File: src/rtl/mem_pkg.sv
// Shared definitions for the memory port arbiter: access sizes, MMIO map,
// requester ownership encoding and the saturating counter helper.
package mem_pkg;

  localparam logic [2:0] F3_LB  = 3'b000;
  localparam logic [2:0] F3_LH  = 3'b001;
  localparam logic [2:0] F3_LW  = 3'b010;
  localparam logic [2:0] F3_LBU = 3'b100;
  localparam logic [2:0] F3_LHU = 3'b101;

  localparam logic [31:0] SEG_ADDR  = 32'h0000_0000;
  localparam logic [31:0] UART_ADDR = 32'h0000_0004;

  typedef enum logic {
    OWN_CPU = 1'b0,
    OWN_LDR = 1'b1
  } owner_e;

  function automatic logic [15:0] sat_inc16(input logic [15:0] v);
    return (v == 16'hFFFF) ? v : v + 16'd1;
  endfunction

endpackage

File: src/rtl/mem_rsp_pipe.sv
// One-deep read response register; steers the memory's synchronous read data
// to whichever requester issued the read, forcing zero for filtered reads.
module mem_rsp_pipe
  import mem_pkg::*;
#(
  parameter int DW = 32
) (
  input  logic          clk,
  input  logic          rst_n,
  input  logic          rd_v_i,
  input  logic          owner_i,
  input  logic          zero_i,
  input  logic [DW-1:0] m_rdata_i,
  output logic          c_rvalid_o,
  output logic [DW-1:0] c_rdata_o,
  output logic          l_rvalid_o,
  output logic [DW-1:0] l_rdata_o
);

  logic rd_v_q, rd_v_d;
  logic owner_q, owner_d;
  logic zero_q, zero_d;

  assign rd_v_d  = rd_v_i;
  assign owner_d = owner_i;
  assign zero_d  = zero_i;

  always_ff @(posedge clk or negedge rst_n) begin
    if (!rst_n) begin
      rd_v_q  <= 1'b0;
      owner_q <= OWN_CPU;
      zero_q  <= 1'b0;
    end else begin
      rd_v_q  <= rd_v_d;
      owner_q <= owner_d;
      zero_q  <= zero_d;
    end
  end

  always_comb begin
    c_rvalid_o = rd_v_q & (owner_q == OWN_CPU);
    l_rvalid_o = rd_v_q & (owner_q == OWN_LDR);
    c_rdata_o  = (c_rvalid_o & zero_q) ? '0 : m_rdata_i;
    l_rdata_o  = (l_rvalid_o & zero_q) ? '0 : m_rdata_i;
  end

endmodule

File: src/rtl/mem_port_arbiter.sv
// Two-requester (CPU / UART loader) arbiter for the memory data port.
// Fixed loader priority by default; define MEM_PORT_ARB_RR_EN for round-robin.
module mem_port_arbiter
  import mem_pkg::*;
#(
  parameter int            AW       = 32,
  parameter int            DW       = 32,
  parameter logic [AW-1:0] MMIO_TOP = 'h8
) (
  input  logic          clk,
  input  logic          rst_n,
  input  logic          boot,
  input  logic          c_req,
  input  logic          c_we,
  input  logic [AW-1:0] c_addr,
  input  logic [DW-1:0] c_wdata,
  input  logic [2:0]    c_funct3,
  output logic          c_gnt,
  output logic          c_rvalid,
  output logic [DW-1:0] c_rdata,
  input  logic          l_req,
  input  logic          l_we,
  input  logic [AW-1:0] l_addr,
  input  logic [DW-1:0] l_wdata,
  input  logic [2:0]    l_funct3,
  output logic          l_gnt,
  output logic          l_rvalid,
  output logic [DW-1:0] l_rdata,
  output logic [AW-1:0] m_addr,
  output logic [DW-1:0] m_wdata,
  output logic          m_we,
  output logic          m_re,
  output logic [2:0]    m_funct3,
  input  logic [DW-1:0] m_rdata,
  output logic [15:0]   busy_cnt
);

  logic          c_elig, l_elig;
  logic          ldr_pri;
  logic          c_win, l_win, any_gnt;
  logic          win_we, l_filt, fwd;
  logic [AW-1:0] win_addr;
  logic [AW-1:0] addr_q, addr_d;
  logic [15:0]   busy_q, busy_d;
  logic          refused;
  logic          rsp_v, rsp_owner, rsp_zero;

  assign c_elig = c_req & ~boot;
  assign l_elig = l_req;

`ifdef MEM_PORT_ARB_RR_EN
  logic last_q, last_d;

  always_ff @(posedge clk or negedge rst_n) begin
    if (!rst_n) last_q <= OWN_CPU;
    else        last_q <= last_d;
  end

  always_comb begin
    last_d = last_q;
    if (l_win)      last_d = OWN_LDR;
    else if (c_win) last_d = OWN_CPU;
  end

  assign ldr_pri = (last_q == OWN_CPU);
`else
  assign ldr_pri = 1'b1;
`endif

  // Grants are masked while reset is asserted so nothing reaches the memory.
  always_comb begin
    l_win   = rst_n & l_elig & (~c_elig | ldr_pri);
    c_win   = rst_n & c_elig & ~l_win;
    any_gnt = c_win | l_win;
    c_gnt   = c_win;
    l_gnt   = l_win;
  end

  always_comb begin
    win_addr = l_win ? l_addr : c_addr;
    win_we   = l_win ? l_we : c_we;
    l_filt   = l_addr < MMIO_TOP;
    fwd      = c_win | (l_win & ~l_filt);
    m_we     = fwd & win_we;
    m_re     = fwd & ~win_we;
    m_addr   = any_gnt ? win_addr : addr_q;
    m_wdata  = '0;
    m_funct3 = 3'b000;
    if (l_win) begin
      m_wdata  = l_wdata;
      m_funct3 = l_funct3;
    end else if (c_win) begin
      m_wdata  = c_wdata;
      m_funct3 = c_funct3;
    end
  end

  always_comb begin
    addr_d  = any_gnt ? win_addr : addr_q;
    refused = (c_req & ~c_win) | (l_req & ~l_win);
    busy_d  = refused ? sat_inc16(busy_q) : busy_q;
  end

  always_ff @(posedge clk or negedge rst_n) begin
    if (!rst_n) begin
      addr_q <= '0;
      busy_q <= '0;
    end else begin
      addr_q <= addr_d;
      busy_q <= busy_d;
    end
  end

  assign busy_cnt = busy_q;

  assign rsp_v     = any_gnt & ~win_we;
  assign rsp_owner = l_win ? OWN_LDR : OWN_CPU;
  assign rsp_zero  = l_win & l_filt;

  mem_rsp_pipe #(
    .DW(DW)
  ) u_rsp (
    .clk       (clk),
    .rst_n     (rst_n),
    .rd_v_i    (rsp_v),
    .owner_i   (rsp_owner),
    .zero_i    (rsp_zero),
    .m_rdata_i (m_rdata),
    .c_rvalid_o(c_rvalid),
    .c_rdata_o (c_rdata),
    .l_rvalid_o(l_rvalid),
    .l_rdata_o (l_rdata)
  );

endmodule

File: config.mk
export PLATFORM = sky130hd
export DESIGN_NAME = mem_port_arbiter
export DESIGN_NICKNAME = d
export VERILOG_FILES = /design/src/rtl/mem_pkg.sv /design/src/rtl/mem_rsp_pipe.sv /design/src/rtl/mem_port_arbiter.sv
export SDC_FILE = /design/constraint.sdc
export NUM_CORES = 1
export LEC_CHECK = 0
export ABC_CLOCK_PERIOD_IN_PS = 1500
export BUFFER_PORTS_ARGS = -buffer_cell sky130_fd_sc_hd__buf_2
export CAP_MARGIN = 20
export CORE_AREA = 2 2 125 127
export CTS_CLUSTER_DIAMETER = 50
export DETAILED_ROUTE_END_ITERATION = 7
export DIE_AREA = 0 0 127 129
export PLACE_DENSITY = 0.6
export SETUP_SLACK_MARGIN = 0.15
export SLEW_MARGIN = 20
export SYNTH_ARGS = -nofsm -noshare
export SYNTH_HDL_FRONTEND = slang
export SYNTH_SLANG_ARGS = --single-unit
File: constraint.sdc
create_clock -name clk -period 1.5 [get_ports clk]
set_input_delay 0.3 -clock clk [delete_from_list [all_inputs] [get_ports clk]]
set_output_delay 0.3 -clock clk [all_outputs]
set_load 0.005 [all_outputs]
==> results of run 1 <==
## synth_stat cells (4+ instances only)
cell type | number | area share [%]
clkbuf_1 | 10 | 1.2
dfrtp_1 | 51 | 40
xor2_1 | 8 | 2.2
nor4_1 | 7 | 1.4
nor2_1 | 4 | 0.47
xnor2_1 | 4 | 1.1
nor2b_1 | 5 | 0.97
inv_1 | 30 | 3.5
mux2i_1 | 4 | 1.2
and2_1 | 67 | 13
nor3_1 | 5 | 0.78
nand2_1 | 8 | 0.93
buf_2 | 11 | 1.7
a222oi_1 | 29 | 9.0
nand3_1 | 7 | 1.1
nand4_1 | 4 | 0.78
a22o_1 | 35 | 9.5
## area by class of cell
class | count | area [µm²]
clock inverters | 3 | 43.8
repair buffers | 496 | 3990
diodes | 4 | 10.0
multi-input cells | 223 | 2110
clock buffers | 5 | 125
well taps | 188 | 235
inverters | 30 | 113
flip-flops and latches | 51 | 1280
fillers | 1349 | 7060
## metrics by stage
step	hold slack, ns	power, µW	area, µm²	utilization (%)	setup WS [ns]
final	0.0981	6200	7910	52.8	-0.280
after detailed placement	0.382	3910	5760	38.5	-0.497
after global placement	0.376	3890	5760	38.5	-0.524
after floorplan	0.00441	2640	3390	-	0.00926
after CTS	0.0962	5950	7360	49.1	-0.275
after global routing	0.117	6540	7910	52.8	-0.314
## final timing paths
check | start | to | slack [ns] | cells after the start
setup / recovery | rst_n | m_addr[7] | -0.28 | 7
hold / removal | rst_n | addr_q[13] | 0.1 | 3
setup reg to reg | busy_cnt[10] | busy_cnt[3] | -0.04 | 5
hold reg to reg | addr_q[0] | addr_q[0] | 0.47 | 2
max in group asynchronous | rst_n | busy_cnt[8] | 0.79 | 3
min in group clk | c_addr[17] | addr_q[17] | 0.23 | 3
## where the power goes
| group | switching, µW | internal [µW] | total [µW] |
|---|---|---|---|
| Combinational | 1200 | 1830 | 3030 |
| Clock | 551 | 789 | 1340 |
| Sequential | 190 | 1640 | 1830 |
## critical path, stage by stage
cell	delay (ns)
buf_12	0.11
and2_4	0.21
buf_12	0.14
buf_16	0.12
a222oi_1	0.33
inv_1	0.11
buf_2	0.14
## sequential cells by signal, indices dropped and copies added (netlist names)
register       cells
addr_q            32
u_rsp.rd_v_q       1
busy_cnt          16
u_rsp.zero_q       1
u_rsp.owner_q      1
## kinds of logic after synthesis
| family | after synthesis | synth area share, % |
|---|---|---|
| compound gates | 76 | 22.2 |
| xor+xnor | 12 | 3.26 |
| mux | 6 | 2.06 |
| buf+inv | 54 | 7.07 |
| simple gates | 126 | 25.4 |
| flops | 51 | 39.6 |
| fa+ha+maj | 1 | 0.388 |
## placed cells by master (no fill, tap or decap), drive strengths merged, types with 2 or more instances in the layout
cell type  synthesis  routed
nand3              7       7
buf               14     494
mux2i              4       4
a22o              35      35
a222oi            29      29
and4               2       2
nor3               6       6
xor2               8       8
nand4b             2       2
o21ai              5       5
nand2              8       8
nor4b              3       3
dfrtp             51      51
xnor2              4       4
and2              67      68
and3               2       3
nor4               9       9
inv               30      30
clkinv             0       2
nor2b              6       6
nand4              6       6
a2111oi            2       2
clkbuf            10       6
mux2               2       2
diode              0       4
nor2               5       5
## routing by layer
metal | share of wire (%) | up-vias | track usage (%)
met1 | 38 | 2290 | 27.3
met3 | 7.7 | 47 | 5.65
met2 | 51 | 268 | 39.7
met5 | 0.17 | - | 0
met4 | 2.6 | 6 | 6.46
li1 | - | 2188 | -
## timing repair
action                     CTS  global route
hold buffers                 1             0
pin swaps                   62            38
gates resized for setup    143            84
setup endpoints to repair  149           166
cloned                      19             1
hold endpoints to repair    16             0
buffers inserted            55            17
==> impl_results.md, run 1 <==
- CP Capture Type: output port
- First-pass GRT wire length: 28000 µm
- Vias in the first global route: 4678
- Minimum clock period: 1.78 ns
- Worst-case clock skew: 0.00946 ns
- Final period utilization: 119%
- Worst vdd ir: 0.691 mV
- H-Tree Depth: 2
- Gpl congestion: 0.856
- Pleak: 0.00416 µW
- Status: complete, but fails checks
- Routed wire length: 20200 µm
- Distinct cells, synth: 46
- HP Class: input port to async pin
- Core area: 0.0150 mm²
- Endpoints failing hold: 0
- Post-Route Setup TNS: -22.99 ns
- Startpoint Class: input port
- CP Class: input port to output port
- CP arrival: 1.48 ns
- Yosys reg bits: 51
- Setup ws final: -0.280 ns
- Via/cell ratio: 4.80
- Die W: 127 µm
- GRT Total Usage: 22.5%
- Die ar.: 0.0164 mm²
- Synth Flop Type: dfrtp_1
- Syn_area_per_cell: 9.89 µm²
- Mapped cell area: 0.00322 mm²
- TritonCTS clock tree: yes
- Vias post-DR: 4799
- Grt ovf: 0
- I/O pins: 326
- Yosys Warn Count: 0
- Cell Pwr Density: 784 mW/mm²
- Async set-reset flop share out of synthesis: 100%
- Slew Viols, Final: 0
- Synth Instances: 326
- Syn nets: 500
- DRC Markers: 0
- Initial antenna violation count: 7
- Rel. slew slack: 72.2%
- Max Fclk: 0.562 GHz
- CTS Buf Count: 5
- Starting Density: 21.5%
- WL per Instance: 20.2 µm
- IO Port Bufs: 325
- Share of cells above drive strength 1: 73.0%
- Die height: 129 µm
- WP data required: 1.20 ns
- Row count: 45
- Clk root buf: clkbuf_16
- Clk buf depth: 2
- DRT iter0 DRCs: 265
- Post-Layout Cell Count: 1000
- Post-synth EDFFs: 0
- Area Growth Syn to Fin: 145%
- RSZ-0062 raised after global routing: yes
- Clk_lat worst skew: 0.29 ns
- Failing checks: negative setup slack
- Worst-path clk slew: 0.07 ns
- # setup viols final: 143
- Critical path fanouts, max: 8
- Largest net degree at the start of global routing: 33
- DRT Pass-1 Iters: 5
- Clock sinks: 51
- DP HPWL: 14300 µm
- Final nets: 981
- Sequential fraction of the synthesis area: 39.6%
- Post-route ant nets: 0
- Least-Margin Pin Slew: 0.416 ns
- Max_cap viols: 0
- Placed Cells: 896
No activity file was read; power rests on OpenSTA's default activity.
==> inputs of run 2 (changes only) <==
- CTS_BUF_LIST: default -> sky130_fd_sc_hd__clkbuf_4 sky130_fd_sc_hd__clkbuf_8
==> impl_results.md, run 2 (synthesized netlist as in run 1, its figures left out) <==
- Gpl congestion: 0.856
- Largest register FFs: 32
- Most flops, register: addr_q
- Routed wire length: 20400 µm
- Die W: 127 µm
- Minimum clock period: 1.79 ns
- TritonCTS clock tree: yes
- CP Class: input port to output port
- Post-Route Setup TNS: -25.31 ns
- RSZ-0062 raised after global routing: yes
- Clk root buf: clkbuf_8
- Die ar.: 0.0164 mm²
- First-pass GRT wire length: 28200 µm
- Final period utilization: 119%
- Max_cap viols: 0
- Critical path fanouts, max: 6
- Clock sinks: 51
- RR Endpoint: busy_cnt[3]
- I/O pins: 326
- Core area: 0.0150 mm²
- CP Launch Point: l_req
- Worst vdd ir: 0.690 mV
- Grt ovf: 0
- IO Port Bufs: 325
- WL per Instance: 20.3 µm
- CTS Buf Count: 5
- Slew Viols, Final: 0
- Failing checks: negative setup slack
- Initial antenna violation count: 7
- Rel. slew slack: 65.1%
- Most common cell after layout, fill and taps aside: buf_2
- Most frequent cells in the layout: 267 x buf_2, 121 x buf_6, 74 x buf_4
- Finished Core Util: 53.2%
- Cell Pwr Density: 767 mW/mm²
- Vias in the first global route: 4723
- Post-route ant nets: 0
- Worst r2r src: busy_cnt[0]
- WP data required: 1.20 ns
- CP arrival: 1.49 ns
- DRT Pass-1 Iters: 5
- Clk buf depth: 2
- Vias post-DR: 4882
- DRT iter0 DRCs: 326
- H-Tree Depth: 2
- Status: complete, but fails checks
- Least-Margin Pin Slew: 0.522 ns
- Clk_lat worst skew: 0.32 ns
- Via/cell ratio: 4.86
- Row count: 45
- Worst-path clk slew: 0.10 ns
- Area Growth Syn to Fin: 147%
- # setup viols final: 147
- CP Capture Type: output port
- WHS: 0.0675 ns
- Reg2reg setup slack: -0.11 ns
- Startpoint Class: input port
- Final nets: 985
- Largest net degree at the start of global routing: 33
- Reg2reg path depth: 6
- Die height: 129 µm
- GRT Total Usage: 22.6%
- HP Class: input port to async pin
- Worst-case clock skew: 0.0113 ns
- Max Fclk: 0.560 GHz
- DRC Markers: 0
- Share of cells above drive strength 1: 73.9%
- DP HPWL: 14300 µm
- Setup ws final: -0.287 ns
- Starting Density: 21.5%
- Pleak: 0.00417 µW
- Endpoints failing hold: 0
run 2: changes by cell type in the layout (fill, tap and decap cells not counted), moves of 3 or more:
cell       change
clkbuf_16      -5
buf_6         +13
dfrtp_2        +3
buf_4          -3
dfrtp_1        -3
buf_2          -6
clkbuf_8       +5
run 2: how the worst max path moves through the flow:
stage | slack [ns] | to
final | -0.29 | m_addr[7]
after global routing | -0.36 | m_addr[19]
after CTS | -0.28 | m_re
after detailed placement | -0.50 | m_re
after global placement | -0.52 | m_re
after floorplan | 0.009 | busy_cnt[12]
run 2: area by class of cell:
class                      instances  area, µm²
fill                            1349       7010
timing repair buffer             500       4090
multi-input combinational        223       2120
sequential                        51       1290
tap                              188        235
inverter                          30        113
clock buffer                       5       68.8
clock inverter                     3       43.8
antenna                            4       10.0
run 2: power breakdown:
group / internal, µW / total (µW) / switching (µW)
clock network: 498 / 1010 / 515
logic: 2000 / 3240 / 1240
registers: 1640 / 1850 / 215
run 2: metrics by stage:
stage                     power, µW  worst slack [ns]  area, µm²  std cells
after floorplan                2640           0.00926       3390        326
after global placement         3890            -0.524       5760        896
after detailed placement       3910            -0.497       5760        896
after CTS                      5700            -0.275       7340        981
after global routing           6460            -0.358       7960       1003
final                          6110            -0.287       7960       1004
run 2: timing repair:
action	in CTS	in global routing
cloned	19	1
gates resized for setup	152	94
hold buffers	1	0
pin swaps	61	41
buffers inserted	57	18
endpoints found under the setup margin	155	175
hold endpoints to repair	16	0
run 2: routing by layer:
layer	vias up	share of wire [%]	track usage [%]
met3	54	8.1	5.41
met2	287	51	40.1
met4	6	2.7	6.46
met5	-	0.17	0
li1	2191	-	-
met1	2344	37	27.4
run 2: critical path, cell delays in order:
cell and delay [ns]:
buf_12 0.11, and2_4 0.21, buf_12 0.14, buf_16 0.12, a222oi_1 0.34, inv_1 0.12, buf_2 0.15
